File: src/rtl/aud_player.sv
// aud_player: plays samples from an asynchronous-read sample memory as
// MSB-first serial DAC data. Each word is aligned to the DAC LR clock.
// Optional feature: define AUD_PLAYER_STEREO_EN to repeat each sample on
// the right channel. Without it, the right channel carries zeros.
module aud_player #(
    parameter int DATA_W = 16,
    parameter int ADDR_W = 20
) (
    input  logic              i_clk,
    input  logic              i_rst,
    input  logic              i_lrc,
    input  logic              i_start,
    input  logic              i_pause,
    input  logic              i_stop,
    input  logic [ADDR_W-1:0] i_end_addr,
    input  logic [DATA_W-1:0] i_rdata,
    output logic [ADDR_W-1:0] o_address,
    output logic              o_dacdat,
    output logic              o_playing,
    output logic              o_done
);

    localparam int CNT_W = (DATA_W > 1) ? $clog2(DATA_W) : 1;
    localparam logic [CNT_W-1:0] LAST_BIT = CNT_W'(DATA_W - 1);

    typedef enum logic [1:0] {IDLE, PAUSED, WAIT_LRC, SEND} state_t;

    state_t            state, state_nxt;
    logic              lrc_p;
    logic              lrc_fall, lrc_rise;
    logic [DATA_W-1:0] shift_r, sample_r;
    logic [ADDR_W-1:0] end_r;
    logic [CNT_W-1:0]  bit_cnt;
    logic              load_left, load_right;
    logic              addr_clr, addr_inc, end_load, done_nxt, word_end;
`ifdef AUD_PLAYER_STEREO_EN
    logic              right_r, right_nxt;
`endif

    assign lrc_fall = lrc_p & ~i_lrc;
    assign lrc_rise = ~lrc_p & i_lrc;

    // State register
    always_ff @(posedge i_clk or posedge i_rst) begin
        if (i_rst) state <= IDLE;
        else       state <= state_nxt;
    end

    // Next-state logic: stop beats pause beats start; word end decides done/advance
    always_comb begin
        state_nxt  = state;
        load_left  = 1'b0;
        load_right = 1'b0;
        addr_clr   = 1'b0;
        addr_inc   = 1'b0;
        end_load   = 1'b0;
        done_nxt   = 1'b0;
        word_end   = 1'b0;
`ifdef AUD_PLAYER_STEREO_EN
        right_nxt  = right_r;
`endif
        if (i_stop) begin
            state_nxt = IDLE;
            addr_clr  = 1'b1;
        end else if (i_pause && (state == WAIT_LRC || state == SEND)) begin
            state_nxt = PAUSED;
        end else begin
            case (state)
                IDLE: begin
                    if (i_start) begin
                        state_nxt = WAIT_LRC;
                        addr_clr  = 1'b1;
                        end_load  = 1'b1;
                    end
                end
                PAUSED: begin
                    if (i_start) state_nxt = WAIT_LRC;
                end
                WAIT_LRC: begin
`ifdef AUD_PLAYER_STEREO_EN
                    if (right_r) begin
                        if (lrc_rise) begin
                            load_right = 1'b1;
                            state_nxt  = SEND;
                        end
                    end else if (lrc_fall) begin
                        load_left = 1'b1;
                        state_nxt = SEND;
                    end
`else
                    if (lrc_fall) begin
                        load_left = 1'b1;
                        state_nxt = SEND;
                    end
`endif
                end
                SEND: begin
                    if (bit_cnt == LAST_BIT) begin
`ifdef AUD_PLAYER_STEREO_EN
                        if (!right_r) begin
                            right_nxt = 1'b1;
                            state_nxt = WAIT_LRC;
                        end else begin
                            right_nxt = 1'b0;
                            word_end  = 1'b1;
                        end
`else
                        word_end = 1'b1;
`endif
                    end
                end
                default: state_nxt = IDLE;
            endcase
            if (word_end) begin
                if (o_address == end_r) begin
                    done_nxt  = 1'b1;
                    state_nxt = IDLE;
                end else begin
                    addr_inc  = 1'b1;
                    state_nxt = WAIT_LRC;
                end
            end
        end
`ifdef AUD_PLAYER_STEREO_EN
        // Any abort restarts the frame on the left channel
        if (state_nxt == IDLE || state_nxt == PAUSED) right_nxt = 1'b0;
`endif
    end

    // Outputs decoded from state; reset forces IDLE so data stops asynchronously
    always_comb begin
        o_playing = (state == WAIT_LRC) || (state == SEND);
        o_dacdat  = (state == SEND) ? shift_r[DATA_W-1] : 1'b0;
    end

    // Datapath: LRC history, shift register, address, end latch, done pulse
    always_ff @(posedge i_clk or posedge i_rst) begin
        if (i_rst) begin
            lrc_p     <= 1'b0;
            shift_r   <= '0;
            sample_r  <= '0;
            end_r     <= '0;
            bit_cnt   <= '0;
            o_address <= '0;
            o_done    <= 1'b0;
        end else begin
            lrc_p  <= i_lrc;
            o_done <= done_nxt;
            if (load_left) begin
                shift_r  <= i_rdata;
                sample_r <= i_rdata;
                bit_cnt  <= '0;
            end else if (load_right) begin
                shift_r <= sample_r;
                bit_cnt <= '0;
            end else if (state == SEND) begin
                shift_r <= shift_r << 1;
                bit_cnt <= bit_cnt + CNT_W'(1);
            end
            if (addr_clr)      o_address <= '0;
            else if (addr_inc) o_address <= o_address + ADDR_W'(1);
            if (end_load) end_r <= i_end_addr;
        end
    end

`ifdef AUD_PLAYER_STEREO_EN
    // Channel phase: set after the left word, cleared after the right word
    always_ff @(posedge i_clk or posedge i_rst) begin
        if (i_rst) right_r <= 1'b0;
        else       right_r <= right_nxt;
    end
`endif

endmodule
File: config.mk
export PLATFORM = sky130hd
export DESIGN_NAME = aud_player
export DESIGN_NICKNAME = d
export VERILOG_FILES = /design/src/rtl/aud_player.sv
export SDC_FILE = /design/constraint.sdc
export NUM_CORES = 1
export LEC_CHECK = 0
export BUFFER_PORTS_ARGS = -buffer_cell sky130_fd_sc_hd__clkbuf_2
export CELL_PAD_IN_SITES_DETAIL_PLACEMENT = 1
export CELL_PAD_IN_SITES_GLOBAL_PLACEMENT = 2
export CORE_UTILIZATION = 31
export DETAILED_ROUTE_END_ITERATION = 8
export HOLD_SLACK_MARGIN = 0.03
export PLACE_DENSITY = 0.85
export SLEW_MARGIN = 0
export SYNTH_ARGS = -nofsm -noshare
export SYNTH_HDL_FRONTEND = slang
export SYNTH_SLANG_ARGS = --single-unit
export TNS_END_PERCENT = 30
File: constraint.sdc
create_clock -name i_clk -period 1.85 [get_ports i_clk]
set_input_delay 0.37 -clock i_clk [delete_from_list [all_inputs] [get_ports i_clk]]
set_output_delay 0.37 -clock i_clk [all_outputs]
set_load 0.03 [all_outputs]
== Word level (Yosys, flattened, before mapping) ==
Cells that the tools add are included.
W data, S select, Z words.
Cells by class
  add/sub/neg operators: 2
  equal/unequal tests: 7
  multiplexer cells: 35
  bitwise gates (word level): 2
  reduce and logical (&&, ||, !) cells: 8
Operator list (number)
  $mux W20: 2
  $mux W16: 2
  $mux W1: 22
  $add A20 B1 Y20 const B: 1
  $eq A20 B20 Y1: 1
  $mux W2: 6
  $mux W4: 2
  $ne A5 B1 Y1 const B: 1
  $ne A5 B4 Y1 const B: 1
  $reduce_bool A5 Y1: 1
  $add A4 B1 Y4 const B: 1
  $eq A2 B2 Y1 const B: 2
  $eq A4 B4 Y1 const B: 1
  $pmux W2 S2: 1
  $reduce_bool A2 Y1: 2
  $reduce_and A3 Y1: 1
  $eq A2 B1 Y1 const B: 1
  $logic_not A2 Y1: 1
  $reduce_or A2 Y1: 1
  $and A1 B1 Y1: 1
  $logic_and A1 B1 Y1: 1
  $logic_or A1 B1 Y1: 1
  $not A1 Y1: 1
Storage, ports and cells
  bits in registers: 64
  input port bits: 42
  output and inout port bits: 23
  word-level logic and storage cells: 61

== Longest topological paths before layout ==
  depth in word-level cells: 10
  mapped depth: 9
  gate-level depth less buffers: 7

== Worst setup path before layout ==
Ideal clock, no wire load.
  kind: register -> register
  start: reg o_address[0]
  end: reg o_address[17]
  library setup time: 0.143 ns
  arrival: 2.026 ns
  data required time: 1.707 ns
  setup slack: -0.319 ns
  stages on the path, launching flop included: 10
  path buffers: 3
  clock period less this slack: 2.169 ns
  cells stage by stage: dfrtp_1 > buf_2 > xnor2_1 > nand4_1 > nor3_1 > and2_1 > clkbuf_1 > buf_2 > nor3_1 > mux2i_1
On the way
  cells in the longest elaborated chain, start to end: 6
  elaborated cells between the ends (all ways): 9
  classes of those cells: add/sub (1); eq/ne (1); mux (6); reduce/logical (1)
Ends and longest elaborated chain
  start: declaration: line 17  | output logic [ADDR_W-1:0] o_address,
  start signal: assignment: line 161  | else if (addr_inc) o_address <= o_address + ADDR_W'(1);
  branches (longest 6 deep; another with $add A20 B1 Y20)
Parallel ways; which one is timed is not known. The select of a mux whose other input is x is not followed.
A chain may end at the register's enable or synchronous reset.

== Final worst setup path ==
  start: reg bit_cnt[1]
  end: reg o_address[18]
On the way
  cells in the longest elaborated chain, start to end: 9
Ends and longest elaborated chain
  start: declaration: line 33  | logic [CNT_W-1:0] bit_cnt;
  start signal: assignment: line 158  | bit_cnt <= bit_cnt + CNT_W'(1);
  $eq A4 B4 Y1: line 98  | if (bit_cnt == LAST_BIT) begin
  $mux W1: line 98
  $mux W1: line 68  | case (state)
  $mux W1: line 65  | end else if (i_pause && (state == WAIT_LRC || state == SEND)) begin
  $mux W1: line 62  | if (i_stop) begin
  $mux W1: line 114  | if (word_end) begin
  $mux W1: line 65
  $mux W1: line 62
  $reduce_bool A2 Y1 (no line)
Every way passes these cells. The select of a mux whose other input is x is not followed.

==> flow_metrics.env <==
export IMPL_crit_slowest_cell="or4_4"
export IMPL_area_delta_synth_final_pct=39.1
export IMPL_yosys_warnings=0
export IMPL_worstHoldStart="i_lrc"
export IMPL_hold_end="lrc_p"
export IMPL_post_route_min_period_ps=2030
export IMPL_seq_area_frac_synth=0.500
export IMPL_antenna_found_initial=0
export IMPL_grt_max_degree=30
export IMPL_track_usage=0.187
export IMPL_nFillCells=1183
export IMPL_fp_dieArea_sq_um=10700
export IMPL_rsz0062_at_grt="yes"
export IMPL_clockBufferDepth=2
export IMPL_cp_end_kind="flip-flop"
export IMPL_syn_nets=365
export IMPL_reg2reg_to="o_address[18]"
export IMPL_first_iter_violations=97
export IMPL_worstMarginPinSlew_ps=554
export IMPL_holdCritPathClass="primary input to flip-flop"
export IMPL_layout_cells_most_common="clkbuf_2"
export IMPL_synthTopCellsByArea="dfrtp_1, mux2_2, xnor2_1, nand2_1, nor2_1"
export IMPL_maxSlewHeadroom=0.630
export IMPL_maxSlewViolCount=0
export IMPL_avgSynthCellArea_sq_um=9.98
export IMPL_path_class="flip-flop to flip-flop"
export IMPL_grt_pass1_wl_mm=15.7
export IMPL_synth_top_cell_area_share=0.500
export IMPL_fmax_mhz=492
export IMPL_fin_setup_tns_ps=-1580
export IMPL_status="finished with violations"
export IMPL_final_nets=476
export IMPL_fin_skew_ps=15.7
export IMPL_port_buffers=64
export IMPL_core_region_area_sq_um=9910
export IMPL_clkSlewWorstSetupHoldPaths_ps=80
export IMPL_pwr_density_cell_nw_per_um2=836
export IMPL_row_count=36
export IMPL_fp_dieH_um=104
export IMPL_viasPerCell=5.02
export IMPL_cts_tree="yes"
export IMPL_reg2reg_from="bit_cnt[1]"
export IMPL_synth_top_area_cell="dfrtp_1"
export IMPL_synth_distinct_cells=40
export IMPL_clock_sinks=64
export IMPL_fin_util=0.450
export IMPL_die_w_um=104
export IMPL_firstDrtPassIters=4
export IMPL_drc=0
export IMPL_drive_gt1_frac=0.435
export IMPL_violations="setup timing"
export IMPL_cts_max_level=3
export IMPL_wl_per_cell_um=16.4
export IMPL_reg2reg_depth=7
export IMPL_grt_overflow_total=0
export IMPL_crit_chain="ha_4 > nand3_4 > nor4b_4 > and4_4 > nand2_2 > or4_4 > a21oi_2"
export IMPL_setup_viol=17
export IMPL_gp_congestion=0.799
export IMPL_clk_latency_ps=360
export IMPL_required_ps=2130
export IMPL_cp_max_fo=4
export IMPL_synth_cells=321
export IMPL_maxCapViolCount=0
export IMPL_vias=2863
export IMPL_syn_cell_area_sq_um=3200
export IMPL_placed_area_sq_um=4060
export IMPL_fin_ws_ps=-180
export IMPL_arrival_ps=2310
export IMPL_layout_common_cells="clkbuf_2, dfrtp_1, nand2_1"
export IMPL_power_w=0.00373
export IMPL_whs_ps=142
export IMPL_ir_worst_vdd_v=0.000507
export IMPL_ioPinCount=65
export IMPL_start_util=0.323
export IMPL_cpPeakStageDelay_ps=490
export IMPL_diodes=0
export IMPL_wl_mm=9.34
export IMPL_synth_edf_count=0
export IMPL_hpwl_mm=6.71
export IMPL_synth_flop_cell="dfrtp_1"
export IMPL_hold_viol_final=0
export IMPL_numCtsBuffers=9
export IMPL_root_buffer="clkbuf_8"
export IMPL_grt_pass1_vias=3115
export IMPL_regToRegSetupSlack_ps=-180
export IMPL_ant_nets=0
export IMPL_worstSetupStartpointType="flip-flop"
export IMPL_finalInstanceArea_sq_um=4460
export IMPL_p_leak_nw=1.93
export IMPL_synth_seq_cells=64
export IMPL_min_delay_path_depth=1
export IMPL_ys_async_sr_fraction=1.00
export IMPL_min_period_over_period=1.10
[stage by stage]
stage,cells,setup slack (ps)
after CTS,569,-130
after global routing,570,-289
after detailed placement,547,-319
final,570,-180
after floorplan,321,-109
after global placement,547,-246
[cells in the mapped netlist, types with 2 or more instances]
master     n
and3_1     3
o21ai_0    4
or3_1      6
o21a_1     2
mux2i_1    9
nor4_1     4
o31ai_1    3
nand2_1   52
nor2_1    27
buf_1      2
or4_1      4
nand3_1   14
ha_1       2
and2_1     3
mux2_2    20
inv_1      4
a21oi_1    7
nor3_1     7
a22oi_1    2
xnor2_1   24
o31a_1     2
a31oi_1   13
nand4_1   10
buf_2      4
or2_2      2
nand2b_1   2
dfrtp_1   64
clkbuf_1  12
xor2_1     2
[what timing repair did]
action	in CTS	in global routing
endpoints found under the hold margin	12	0
setup endpoints to repair	17	21
gates resized for setup	8	23
hold buffers	1	0
pin swaps	6	15
buffers inserted	5	1
[worst max path at each step]
stage | startpoint | end | slack (ps)
after global routing | bit_cnt[1] | o_address[18] | -290
after detailed placement | i_pause | o_address[9] | -320
after floorplan | bit_cnt[0] | o_address[18] | -110
after global placement | i_pause | o_address[9] | -250
after CTS | bit_cnt[0] | o_address[7] | -130
final | bit_cnt[1] | o_address[18] | -180
[registers in the layout, indices dropped and copies added (netlist names)]
signal     flops
bit_cnt        4
lrc_p          1
o_address     20
end_r         20
shift_r       16
state          2
o_done         1
[power by group]
group          internal [W]  switching (W)
sequential          0.00167       0.000184
clock              0.000556       0.000565
combinational      0.000434       0.000317
total               0.00266        0.00107
[cells by family after synthesis]
family          count (synthesis)  synth area share
compound gates                 38            0.0797
xor+xnor                       26            0.0711
fa+ha+maj                       2           0.00781
buf+inv                        23            0.0297
flops                          64             0.500
mux                            29            0.0984
simple gates                  139             0.214
[per-layer routing]
metal,global-route usage,share of wire
met1,0.235,0.44
met2,0.302,0.49
met3,0.0522,0.045
met4,0.0745,0.020
met5,0,0
[layout make-up]
cell class,instances,area [sq um],area share
repair buffers,119,781,0.175
clock inverters,3,17.5,0.00393
inverters,4,18.8,0.00421
multi-input cells,234,1710,0.383
well taps,133,166,0.0373
clock buffers,13,159,0.0356
flip-flops and latches,64,1610,0.360
[critical path: cells and delay by family, from the launching register on]
kind	cells	cell delay (ps)
compound gates	1	120
fa+ha+maj	1	160
flops	1	400
simple gates	5	1260
Note: power is estimated with default switching activity, not from simulation.
